$ cat config.mk
export PLATFORM = sky130hd
export DESIGN_NAME = module_scan_display_flat
export DESIGN_NICKNAME = d
export VERILOG_FILES = /design/src/rtl/module_scan_display_if.sv /design/src/rtl/module_scan_display.sv /design/src/flat_wrapper.sv
export SDC_FILE = /design/constraint.sdc
export NUM_CORES = 1
export LEC_CHECK = 0
export CORE_AREA = 4 4 101 103
export DETAILED_ROUTE_END_ITERATION = 7
export DIE_AREA = 0 0 105 107
export HOLD_SLACK_MARGIN = 0.08
export PLACE_DENSITY = 0.67
export SYNTH_ARGS = -nofsm -noshare
export SYNTH_HDL_FRONTEND = slang
export SYNTH_SLANG_ARGS = --single-unit
export TNS_END_PERCENT = 20
$ cat constraint.sdc
create_clock -name clk -period 7.3 [get_ports clk]
set_input_delay 1.46 -clock clk [delete_from_list [all_inputs] [get_ports clk]]
set_output_delay 1.46 -clock clk [all_outputs]
set_load 0.05 [all_outputs]
$ cat src/rtl/module_scan_display_if.sv
// Bus bundle for module_scan_display: the four digit segment codes with
// their load strobe going in, and the multiplexed display drive coming out.
interface module_scan_display_if;
  logic [6:0] seg_unidades;
  logic [6:0] seg_decenas;
  logic [6:0] seg_centenas;
  logic [6:0] seg_milesimas;
  logic       listo;
  logic [6:0] seg_out;
  logic [3:0] an;
  logic       frame;

  modport master (
    output seg_unidades, seg_decenas, seg_centenas, seg_milesimas, listo,
    input  seg_out, an, frame
  );

  modport slave (
    input  seg_unidades, seg_decenas, seg_centenas, seg_milesimas, listo,
    output seg_out, an, frame
  );
endinterface

$ cat src/rtl/module_scan_display.sv
// Four-digit multiplexed 7-segment scanner. Each digit is lit for
// DIGIT_CYCLES clocks, optionally followed by BLANK_CYCLES dark clocks.
// New digit values are double-buffered and only take effect at the start of
// a frame (unidades slot), so a frame never shows a mix of old and new data.
// Optional feature: define SCAN_LEADING_ZERO_BLANK_EN to darken leading zeros.
module module_scan_display #(
  parameter int DIGIT_CYCLES = 27000,
  parameter int BLANK_CYCLES = 270
) (
  input logic                  clk,
  input logic                  rst,
  module_scan_display_if.slave bus
);

  localparam int MAXC = (DIGIT_CYCLES > BLANK_CYCLES) ? DIGIT_CYCLES : BLANK_CYCLES;
  localparam int CW   = (MAXC > 1) ? $clog2(MAXC) : 1;

  localparam logic [0:0] ST_ON    = 1'b0;
  localparam logic [0:0] ST_BLANK = 1'b1;

  localparam logic [6:0] SEG_ZERO = 7'b111_1110;

  logic [0:0]    r_state;
  logic [1:0]    r_idx;
  logic [CW-1:0] r_cnt;
  logic [6:0]    r_disp [4];
  logic [6:0]    r_pend [4];
  logic          r_pend_valid;
  logic [6:0]    r_seg_out;
  logic [3:0]    r_an;
  logic          r_frame;

  logic [6:0]    w_in        [4];
  logic [6:0]    w_disp_next [4];
  logic [3:0]    w_dark;
  logic          w_commit;
  logic          w_last_on;
  logic          w_last_blank;

  // Gather inputs by digit index and decode slot-boundary conditions.
  always_comb begin
    w_in[0]      = bus.seg_unidades;
    w_in[1]      = bus.seg_decenas;
    w_in[2]      = bus.seg_centenas;
    w_in[3]      = bus.seg_milesimas;
    w_commit     = (r_state == ST_ON) && (r_idx == 2'd0) && (r_cnt == '0);
    w_last_on    = (r_cnt == CW'(DIGIT_CYCLES - 1));
    w_last_blank = (r_cnt == CW'(BLANK_CYCLES - 1));
  end

  // Display contents for the slot being emitted; a same-cycle strobe at
  // frame start bypasses the pending buffer.
  always_comb begin
    // NOTE: every output of a combinational block gets a default first, so no
    // path leaves it unassigned and no latch is inferred.
    w_disp_next = r_disp;
    if (w_commit) begin
      if (bus.listo)        w_disp_next = w_in;
      else if (r_pend_valid) w_disp_next = r_pend;
    end
  end

  // Leading-zero suppression mask; unidades is never suppressed.
  always_comb begin
`ifdef SCAN_LEADING_ZERO_BLANK_EN
    w_dark[3] = (w_disp_next[3] == SEG_ZERO);
    w_dark[2] = w_dark[3] && (w_disp_next[2] == SEG_ZERO);
    w_dark[1] = w_dark[2] && (w_disp_next[1] == SEG_ZERO);
    w_dark[0] = 1'b0;
`else
    w_dark = 4'b0000;
`endif
  end

  // Scan sequencer: ON/BLANK slot timing and digit index advance.
  always_ff @(posedge clk or posedge rst) begin
    if (rst) begin
      r_state <= ST_ON;
      r_idx   <= 2'd0;
      r_cnt   <= '0;
    end else if (r_state == ST_ON) begin
      // NOTE: sequential state uses non-blocking assignments so every flop
      // samples pre-edge values regardless of statement order.
      if (w_last_on) begin
        r_cnt <= '0;
        if (BLANK_CYCLES > 0) r_state <= ST_BLANK;
        else                  r_idx   <= r_idx + 2'd1;
      end else begin
        r_cnt <= r_cnt + 1'b1;
      end
    end else begin
      if (w_last_blank) begin
        r_cnt   <= '0;
        r_state <= ST_ON;
        r_idx   <= r_idx + 2'd1;
      end else begin
        r_cnt <= r_cnt + 1'b1;
      end
    end
  end

  // Double buffer: capture on strobe, commit at frame start.
  always_ff @(posedge clk or posedge rst) begin
    if (rst) begin
      // NOTE: these small register arrays are reset on purpose so a digit
      // zero is displayed after reset and stale pending data is discarded.
      for (int i = 0; i < 4; i++) begin
        r_disp[i] <= SEG_ZERO;
        r_pend[i] <= SEG_ZERO;
      end
      r_pend_valid <= 1'b0;
    end else begin
      r_disp <= w_disp_next;
      if (w_commit) begin
        r_pend_valid <= 1'b0;
      end else if (bus.listo) begin
        r_pend       <= w_in;
        r_pend_valid <= 1'b1;
      end
    end
  end

  // Registered display drive and frame-start pulse.
  always_ff @(posedge clk or posedge rst) begin
    if (rst) begin
      r_an      <= 4'b1111;
      r_seg_out <= 7'b000_0000;
      r_frame   <= 1'b0;
    end else begin
      r_frame <= w_commit;
      if ((r_state == ST_ON) && !w_dark[r_idx]) begin
        r_an      <= ~(4'b0001 << r_idx);
        r_seg_out <= w_disp_next[r_idx];
      end else begin
        r_an      <= 4'b1111;
        r_seg_out <= 7'b000_0000;
      end
    end
  end

  assign bus.an      = r_an;
  assign bus.seg_out = r_seg_out;
  assign bus.frame   = r_frame;

endmodule

$ cat src/flat_wrapper.sv
// flat-port wrapper written by rule: the top's interface ports become plain ports
module module_scan_display_flat 
#(
  parameter int DIGIT_CYCLES = 27000,
  parameter int BLANK_CYCLES = 270
)
  (clk, rst, bus_seg_unidades, bus_seg_decenas, bus_seg_centenas, bus_seg_milesimas, bus_listo, bus_seg_out, bus_an, bus_frame);
  module_scan_display_if bus_i ();
  input logic clk;
  input logic rst;
  input wire logic [$bits(bus_i.seg_unidades)-1:0] bus_seg_unidades;
  input wire logic [$bits(bus_i.seg_decenas)-1:0] bus_seg_decenas;
  input wire logic [$bits(bus_i.seg_centenas)-1:0] bus_seg_centenas;
  input wire logic [$bits(bus_i.seg_milesimas)-1:0] bus_seg_milesimas;
  input wire logic [$bits(bus_i.listo)-1:0] bus_listo;
  output wire logic [$bits(bus_i.seg_out)-1:0] bus_seg_out;
  output wire logic [$bits(bus_i.an)-1:0] bus_an;
  output wire logic [$bits(bus_i.frame)-1:0] bus_frame;
  assign bus_i.seg_unidades = bus_seg_unidades;
  assign bus_i.seg_decenas = bus_seg_decenas;
  assign bus_i.seg_centenas = bus_seg_centenas;
  assign bus_i.seg_milesimas = bus_seg_milesimas;
  assign bus_i.listo = bus_listo;
  assign bus_seg_out = bus_i.seg_out;
  assign bus_an = bus_i.an;
  assign bus_frame = bus_i.frame;
  module_scan_display #(.DIGIT_CYCLES(DIGIT_CYCLES), .BLANK_CYCLES(BLANK_CYCLES)) u_core (.clk(clk), .rst(rst), .bus(bus_i));
endmodule
==> run summary, run 1 <==
syn avg cell area = 10.8 µm²
post-synthesis async set-or-reset flop share = 1.00
clock share of power = 0.316
setup ws final = 3.60 ns
CP Launch Point = bus_listo
register area = 2240 µm²
die area = 11200 µm²
Min Hold Slack = 0.495 ns
hpwl dp = 6400 µm
Seq pwr share = 0.562
status = complete, no violations
CTS Sinks = 87
Sw Pwr = 0.270 mW
CP Capture Type = register
synthesized area = 4290 µm²
Root Buffer = clkbuf_8
FF-to-FF Start = u_core.r_idx[1]
Num CTS Buffers = 9
Post-synth EDFFs = 0
number of buffers added on ports = 42
leak pwr = 2.05 nW
vias per inst = 5.73
setup_tns = 0 ns
synth unique cells = 50
hold crit path type = register to register
Yosys warnings = 0
Hold Path Origin = u_core.r_disp[0]
largest area contributor in the netlist = dfstp_2
CTS tree = built
most common cell in the netlist = dfstp_2
ANT cells = 0
number of H-tree levels = 3
FP Rows = 35
most common flop cell mapped by yosys = dfstp_2
vias in the first global route = 3232
share of cells above drive strength 1 = 0.249
die width = 105 µm
RSZ-0062 raised after global routing = no
CP required = 7.49 ns
first-pass GRT wire length = 16000 µm
Peak VDD IR = 89.1 µV
post-route minimum period = 3.70 ns
area share of the largest cell type after synthesis = 0.319
combinational share of power = 0.122
total number of vias = 3142
Starting Density = 0.466
Final Slew Violations = 0
Final Hold Fails = 0
sw frac = 0.273
Post-route DRC = 0
syn nets = 435
Reg clk slew, reported paths = 0.09 ns
Tcrit/Tclk final = 0.507
gr ovfl total = 0
Worst Max-Slew Pin Slew = 0.960 ns
Clock Latency Late Sink = 0.36 ns
area of the multi-input gates = 1890 µm²
largest net degree at the start of global routing = 70
Longest Clk Path Bufs = 2
Max-Cap Viols = 0
first-pass iteration count of the detailed router = 5
Synth area leaders = dfstp_2, dfrtp_1, mux2_2
crit path DAT = 3.89 ns
internal power = 0.719 mW
# Post-CTS Setup Buffers = 0
Max FO, Critical Path = 34
WL final = 9490 µm
#FFs+latches synth = 87
Power Dens Cells = 200 nW/µm²
initial antenna violation count = 0
filler cell count = 830
Antenna Nets Post-Route = 0
Synth top cells by count = dfstp_2, nand2_1, dfrtp_1
IO Pins = 43
core box area = 9200 µm²
PostCTS Resize Cnt = 0
initial DRC count = 141
Total GRT Usage = 0.176
startpoint types = input port
hold_buf cts = 0
Die H = 107 µm
Slew headroom = 0.358
Placement Setup Slack = 3.21 ns
Layout Nets = 470
cells after synthesis = 397
f_max = 270 MHz
Seq/Total Area, Yosys = 0.523
final setup violation count = 0
WL/cell = 17.3 µm
Fin Clk Skew = 0.0173 ns
RePlAce Congestion = 0.823
critical path type = input port to register
P&R area growth vs syn = 15.5%
==> per-stage QoR <==
| stage | instances | utilization | area, µm² | power, mW |
|---|---|---|---|---|
| 2_1_floorplan | 397 | - | 4290 | 0.637 |
| 3_3_place_gp | 532 | 0.519 | 4770 | 0.682 |
| 3_5_place_dp | 532 | 0.519 | 4770 | 0.687 |
| 4_1_cts | 548 | 0.539 | 4950 | 0.999 |
| 5_1_grt | 548 | 0.539 | 4950 | 1.04 |
| 6_report | 548 | 0.539 | 4950 | 0.989 |
==> metal layers <==
layer / global-route usage / wire (µm)
met5: 0 / 0
met4: 0.0534 / 159
met3: 0.0397 / 412
met2: 0.285 / 4520
met1: 0.237 / 4400
==> worst paths after layout <==
path	end	slack, ns	cells after the start
max	u_core.bus.seg_out[3]	3.60	7
min	u_core.r_disp[0]	0.50	2
max reg2reg	u_core.r_pend[14]	3.63	7
min reg2reg	u_core.r_disp[0]	0.50	2
max in group asynchronous	u_core.r_disp[7]	4.78	3
min in group asynchronous	u_core.r_cnt[10]	1.37	2
==> worst max-delay path, stage by stage <==
cell             delay (ns)
clkdlybuf4s50_1        0.58
buf_4                  0.34
nor2_2                 0.62
a32oi_1                0.13
nand3_2                0.13
o22ai_1                0.10
a2111oi_1              0.52
==> cell families (layout without fill, tap and decap cells) <==
family,after synthesis,after routing,synth area share
fa+ha+maj,7,7,0.0204
simple gates,148,148,0.181
xor+xnor,14,14,0.0286
flops,87,87,0.523
mux,39,39,0.0995
buf+inv,35,75,0.0365
compound gates,67,67,0.111
==> cell usage in the layout (no fill, tap or decap), drive strengths merged, types with 2 or more instances in the layout <==
cell            n
nand3          36
a22oi           3
a21o            2
a21oi          12
nand2          41
o22a            2
and4            2
o221a           2
o21a            4
buf             5
dfstp          52
nor4            5
and2            2
ha              7
nor2b           4
dfrtp          35
inv            14
nand2b          4
o22ai           9
or2             2
clkbuf          9
xnor2           6
xor2            8
and3            8
nor3            7
clkinvlp        3
a32oi          13
mux2           29
clkinv          2
nand4           2
a31oi           6
a2111oi         5
clkdlybuf4s50  42
mux2i          10
nor2           32
o21ai           7
==> power groups by stage <==
stage | combinational (mW) | sequential [mW] | clock [mW]
after global placement | 0.119 | 0.563 | 0
after detailed placement | 0.122 | 0.565 | 0
after floorplan | 0.0634 | 0.574 | 0
final | 0.120 | 0.556 | 0.312
after global routing | 0.132 | 0.561 | 0.344
after CTS | 0.122 | 0.556 | 0.321
==> state kept, by name, indices dropped and copies added, names as in the netlist <==
signal / flops
u_core.bus.frame: 1
u_core.r_pend: 28
u_core.r_cnt: 15
u_core.bus.an: 4
u_core.r_state: 1
u_core.r_disp: 28
u_core.r_idx: 2
u_core.r_pend_valid: 1
u_core.bus.seg_out: 7
==> final cells by class <==
type	count	area share
Sequential cell	87	0.453
Multi-Input combinational cell	275	0.381
Timing Repair Buffer	47	0.0924
Tap cell	111	0.0280
Clock buffer	9	0.0250
Clock inverter	7	0.0111
Inverter	12	0.00935
(Power assumes the default switching activity.)
==> run 2: changes to the inputs <==
==> constraint.sdc (replaced) <==
create_clock -name clk -period 3.5 [get_ports clk]
set_input_delay 0.7 -clock clk [delete_from_list [all_inputs] [get_ports clk]]
set_output_delay 0.7 -clock clk [all_outputs]
set_load 0.05 [all_outputs]
==> run 2 against run 1 <==
Effect of this change:
- setup slack got worse by 3.1 ns
- non-clock buffer count rose by 5
- register-to-register slack got worse by 3.1 ns
- critical path depth increased by 1
- sequential power up 110%
- clock power is 130% higher
- combinational power grew 110%
- utilization increased by 0.76 points
- final area increased by 1.4%
- critical path type is now register to register
- largest cell class unchanged
- highest routed layer unchanged
==> run summary, run 2 (synthesis gave the netlist of run 1 again) <==
status = complete, no violations
hold_buf cts = 0 (unchanged)
utilization after layout = 0.546 (+0.00762)
vias per inst = 5.59 (-2.4%)
Fin Clk Skew = 0.0170 ns (-0.000311 ns)
initial DRC count = 153 (+8.5%)
first-pass GRT wire length = 16400 µm (+2.9%)
gr ovfl total = 0 (unchanged)
area post-placement = 4820 µm² (+1.0%)
# Post-CTS Setup Buffers = 0 (unchanged)
CTS tree = built
WL final = 9620 µm (+1.3%)
setup ws final = 0.530 ns (-3.07 ns)
Clock Latency Late Sink = 0.37 ns (about the same)
Post-route DRC = 0 (unchanged)
setup_tns = 0 ns (unchanged)
number of H-tree levels = 3 (unchanged)
FP Rows = 35 (unchanged)
leak pwr = 2.09 nW (+1.9%)
PostCTS Resize Cnt = 0 (unchanged)
most frequent cells in the layout = dfstp_2, clkdlybuf4s50_1, nand2_1
sum of buffers and inverters on the critical path = 1 (-1)
Final Slew Violations = 0 (unchanged)
CTS Sinks = 87 (unchanged)
Slew headroom = 0.452 (+0.0934)
Tcrit/Tclk final = 0.848
Die H = 107 µm (unchanged)
CP Capture Type = register
f_max = 337 MHz
critical-path cell list = inv_1 -> ha_1 -> and4bb_1 -> and4_1 -> a32oi_1 -> nand3_2 -> o22ai_1 -> a2111oi_1
Num CTS Buffers = 9 (unchanged)
Layout Nets = 475 (+1.1%)
final setup violation count = 0 (unchanged)
fin area = 5020 µm² (+1.4%)
total number of vias = 3093 (-1.6%)
vias in the first global route = 3205 (-0.84%)
Reg clk slew, reported paths = 0.09 ns (about the same)
Root Buffer = clkbuf_8
Antenna Nets Post-Route = 0 (unchanged)
commonest non-fill, non-tap cell in the layout = dfstp_2
P&R area growth vs syn = 17.2%
Longest Clk Path Bufs = 2 (unchanged)
R2R setup slack = 0.53 ns (-3.10 ns)
Placement Setup Slack = 0.483 ns (-2.73 ns)
CP required = 3.72 ns (-3.77 ns)
crit path DAT = 3.19 ns (-0.70 ns)
RSZ-0062 raised after global routing = no
Crit-path slowest cell = and4_1
ANT cells = 0 (unchanged)
Starting Density = 0.466 (unchanged)
first-pass iteration count of the detailed router = 4 (-1)
initial antenna violation count = 0 (unchanged)
hpwl dp = 6450 µm (+0.77%)
Worst Max-Slew Pin Slew = 0.821 ns (-0.139 ns)
Max-Cap Viols = 0 (unchanged)
largest stage delay on the critical path = 0.69 ns (+0.07 ns)
core box area = 9200 µm² (unchanged)
RePlAce Congestion = 0.822 (about the same)
WL/cell = 17.4 µm (+0.38%)
Largest regs = u_core.r_disp: 28 flops, u_core.r_pend: 28 flops, u_core.r_cnt: 15 flops
share of cells above drive strength 1 = 0.256 (+0.00623)
die area = 11200 µm² (unchanged)
Final Hold Fails = 0 (unchanged)
die width = 105 µm (unchanged)
Total GRT Usage = 0.184 (+0.00777)
number of buffers added on ports = 42 (unchanged)
Power Dens Cells = 423 nW/µm² (+110%)
startpoint types = register
critical path type = register to register
delay-heaviest family, CP = simple AND/OR/NAND/NOR gates
largest net degree at the start of global routing = 88 (+26%)
post-route minimum period = 2.97 ns
Peak VDD IR = 249 µV (+180%)
Max FO, Critical Path = 19 (-44%)
hold crit path type = register to register
IO Pins = 43 (unchanged)
[run 2: worst paths after layout]
check	start	end	cells past startpoint
max	u_core.r_idx[1]	u_core.bus.seg_out[3]	8
min	u_core.r_disp[5]	u_core.r_disp[5]	2
max reg2reg	u_core.r_idx[1]	u_core.bus.seg_out[3]	8
min reg2reg	u_core.r_disp[5]	u_core.r_disp[5]	2
max in group asynchronous	rst	u_core.bus.an[1]	3
min in group asynchronous	rst	u_core.r_disp[14]	3
[run 2: worst min-delay path: cells and delay by family (launching register included)]
family / cells / cell delay, ns
flops: 1 / 0.37
simple gates: 1 / 0.07
compound gates: 1 / 0.06
[run 2: where the power goes]
group	leakage, nW	switching, mW	internal, mW
Sequential	0.976	0.0379	1.12
Clock	0.0931	0.376	0.335
Combinational	1.02	0.138	0.118
Total	2.09	0.552	1.57
[run 2: stage by stage]
| stage | total power [mW] | hold slack, ns | instances |
|---|---|---|---|
| 2_1_floorplan | 1.33 | 0.453 | 397 |
| 3_3_place_gp | 1.43 | 0.468 | 537 |
| 3_5_place_dp | 1.44 | 0.483 | 537 |
| 4_1_cts | 2.15 | 0.496 | 553 |
| 5_1_grt | 2.23 | 0.522 | 553 |
| 6_report | 2.13 | 0.499 | 553 |
[run 2: layout make-up]
cell class	count	area, µm²
sequential	87	2240
clock inverter	6	71.3
fill	815	4170
multi-input combinational	275	1890
tap	111	139
inverter	12	46.3
timing repair buffer	52	508
clock buffer	10	128
[run 2: per-layer routing]
metal,global-route usage,up-vias,wire [µm]
met5,0,-,0
met2,0.282,66,4560
met1,0.254,1518,4470
li1,-,1496,-
met4,0.0590,0,132
met3,0.0488,13,456
==> run 3: changes to the inputs <==
--- a/config.mk
+++ b/config.mk
@@ -9,7 +9,7 @@
 export DETAILED_ROUTE_END_ITERATION = 7
 export DIE_AREA = 0 0 105 107
 export HOLD_SLACK_MARGIN = 0.08
-export PLACE_DENSITY = 0.67
+export PLACE_DENSITY = 0.69
 export SYNTH_ARGS = -nofsm -noshare
 export SYNTH_HDL_FRONTEND = slang
 export SYNTH_SLANG_ARGS = --single-unit
==> constraint.sdc (replaced) <==
create_clock -name clk -period 2.5 [get_ports clk]
set_input_delay 0.5 -clock clk [delete_from_list [all_inputs] [get_ports clk]]
set_output_delay 0.5 -clock clk [all_outputs]
set_load 0.05 [all_outputs]
==> run 3 against run 2 <==
Effect of this change:
- sequential share of layout area decreased by 1.1 points
- utilization increased by 1.3 points
- global-route usage decreased by 0.13 points
- clock power increased by 46%
- combinational power increased by 43%
- setup slack got worse by 0.24 ns
- final area increased by 2.4%
- sequential power increased by 41%
- first-iteration DRC count increased by 18%
==> run summary, run 3 (synthesis gave the netlist of run 1 again) <==
P&R area growth vs syn = 20.0%
largest stage delay on the critical path = 0.44 ns (-0.25 ns)
Fin Clk Skew = 0.0136 ns (-0.00343 ns)
status = complete, no violations
Placement Setup Slack = 0.218 ns (-0.265 ns)
commonest non-fill, non-tap cell in the layout = dfstp_2
CTS Sinks = 87 (unchanged)
crit path DAT = 2.44 ns (-0.75 ns)
Antenna Nets Post-Route = 0 (unchanged)
CP Launch Point = u_core.r_cnt[0]
FP Rows = 35 (unchanged)
Total GRT Usage = 0.182 (-0.00130)
R2R setup slack = 0.29 ns (-0.24 ns)
Num CTS Buffers = 9 (unchanged)
first-pass iteration count of the detailed router = 4 (unchanged)
f_max = 452 MHz (+34%)
FF-to-FF Start = u_core.r_cnt[0]
Crit-path slowest cell = dfrtp_1
WL/cell = 17.5 µm (+0.55%)
Clock Latency Late Sink = 0.36 ns (about the same)
RePlAce Congestion = 0.852 (+3.6%)
IO Pins = 43 (unchanged)
setup_tns = 0 ns (unchanged)
Min Hold Slack = 0.474 ns (-0.0253 ns)
die width = 105 µm (unchanged)
Die H = 107 µm (unchanged)
final setup violation count = 0 (unchanged)
Max FO, Critical Path = 32 (+13)
hold_buf cts = 0 (unchanged)
vias in the first global route = 3357 (+4.7%)
Layout Nets = 484 (+1.9%)
Final Hold Fails = 0 (unchanged)
Worst Max-Slew Pin Slew = 0.577 ns (-0.245 ns)
core box area = 9200 µm² (unchanged)
hpwl dp = 6980 µm (+8.2%)
Root Buffer = clkbuf_8
PostCTS Resize Cnt = 0 (unchanged)
Longest Clk Path Bufs = 2 (unchanged)
WL final = 9830 µm (+2.2%)
initial antenna violation count = 0 (unchanged)
filler cell count = 813 (-0.25%)
# Post-CTS Setup Buffers = 0 (unchanged)
number of H-tree levels = 3 (unchanged)
leak pwr = 2.15 nW (+3.0%)
Final Slew Violations = 0 (unchanged)
number of buffers added on ports = 42 (unchanged)
most frequent cells in the layout = dfstp_2, clkdlybuf4s50_1, nand2_1
Total Power = 3.03 mW (+43%)
gr ovfl total = 0 (unchanged)
initial DRC count = 180 (+18%)
Power Dens Cells = 590 nW/µm² (+39%)
FF-to-FF End = u_core.bus.seg_out[5]
hold crit path type = input port to async pin
CP Capture Type = register
Reg clk slew, reported paths = 0.09 ns (about the same)
first-pass GRT wire length = 16500 µm (+0.29%)
ANT cells = 0 (unchanged)
Post-route DRC = 0 (unchanged)
die area = 11200 µm² (unchanged)
critical-path cell list = inv_1 -> ha_1 -> and4bb_1 -> and4_1 -> buf_12 -> a32oi_1 -> nand3_1 -> o22ai_1 -> a2111oi_1
total number of vias = 3192 (+3.2%)
critical path type = register to register
Slew headroom = 0.615 (+0.164)
post-route minimum period = 2.21 ns (-0.759 ns)
Max-Cap Viols = 0 (unchanged)
share of cells above drive strength 1 = 0.273 (+0.0171)
CP required = 2.73 ns (-0.99 ns)
startpoint types = register
Largest regs = u_core.r_disp: 28 flops, u_core.r_pend: 28 flops, u_core.r_cnt: 15 flops
worst-case reg-to-reg path depth = 9 (+1)
CTS tree = built
largest net degree at the start of global routing = 33 (-63%)
setup ws final = 0.289 ns (-0.241 ns)
Peak VDD IR = 305 µV (+23%)
RSZ-0062 raised after global routing = no
vias per inst = 5.68 (+1.5%)
Tcrit/Tclk final = 0.884 (+0.0358)
Starting Density = 0.466 (unchanged)
crit path to = u_core.bus.seg_out[5]
run 3: cell count changes in the layout (fill, tap and decap cells not counted), sizes merged:
cell | before | now
buf | 10 | 19
inv | 12 | 13
clkinv | 3 | 1
clkinvlp | 2 | 3
run 3: routing by layer:
layer  GRT usage  up-vias  wire length [µm]
met1       0.235     1556              4270
li1            -     1528                 -
met5           0        -                 0
met3      0.0476       17               624
met2       0.298       91              4790
met4      0.0656        0               144
run 3: cell type report:
| cell class | instances | area (µm²) | area share |
|---|---|---|---|
| multi-input cells | 275 | 1890 | 0.367 |
| flip-flops and latches | 87 | 2240 | 0.436 |
| repair buffers | 61 | 613 | 0.119 |
| clock inverters | 6 | 65.1 | 0.0126 |
| clock buffers | 10 | 149 | 0.0289 |
| inverters | 12 | 48.8 | 0.00948 |
| well taps | 111 | 139 | 0.0270 |
run 3: per-stage QoR:
stage	std cells	instance area [µm²]	util
after floorplan	397	4290	-
after detailed placement	546	4930	0.536
after CTS	562	5150	0.560
after global routing	562	5150	0.560
final	562	5150	0.560
after global placement	546	4930	0.536
run 3: worst min path at each step:
stage | startpoint | end | slack, ns | cells after the start
detailed placement | u_core.r_disp[4] | u_core.r_disp[4] | 0.48 | 2
global placement | u_core.r_disp[4] | u_core.r_disp[4] | 0.47 | 2
finish | rst | u_core.r_pend[14] | 0.47 | 2
CTS | rst | u_core.r_pend[14] | 0.48 | 2
global route | rst | u_core.r_pend[14] | 0.50 | 2
floorplan | u_core.r_disp[0] | u_core.r_disp[0] | 0.45 | 2
run 3: power breakdown:
| part | switching (mW) | internal, mW |
|---|---|---|
| clock | 0.516 | 0.525 |
| sequential | 0.0562 | 1.57 |
| combinational | 0.195 | 0.172 |
run 3: critical path: cells and delay by family, from the launching register on:
kind / cells / cell delay [ns]
compound gates: 3 / 0.59
fa+ha+maj: 1 / 0.14
buf+inv: 2 / 0.29
flops: 1 / 0.44
simple gates: 3 / 0.62
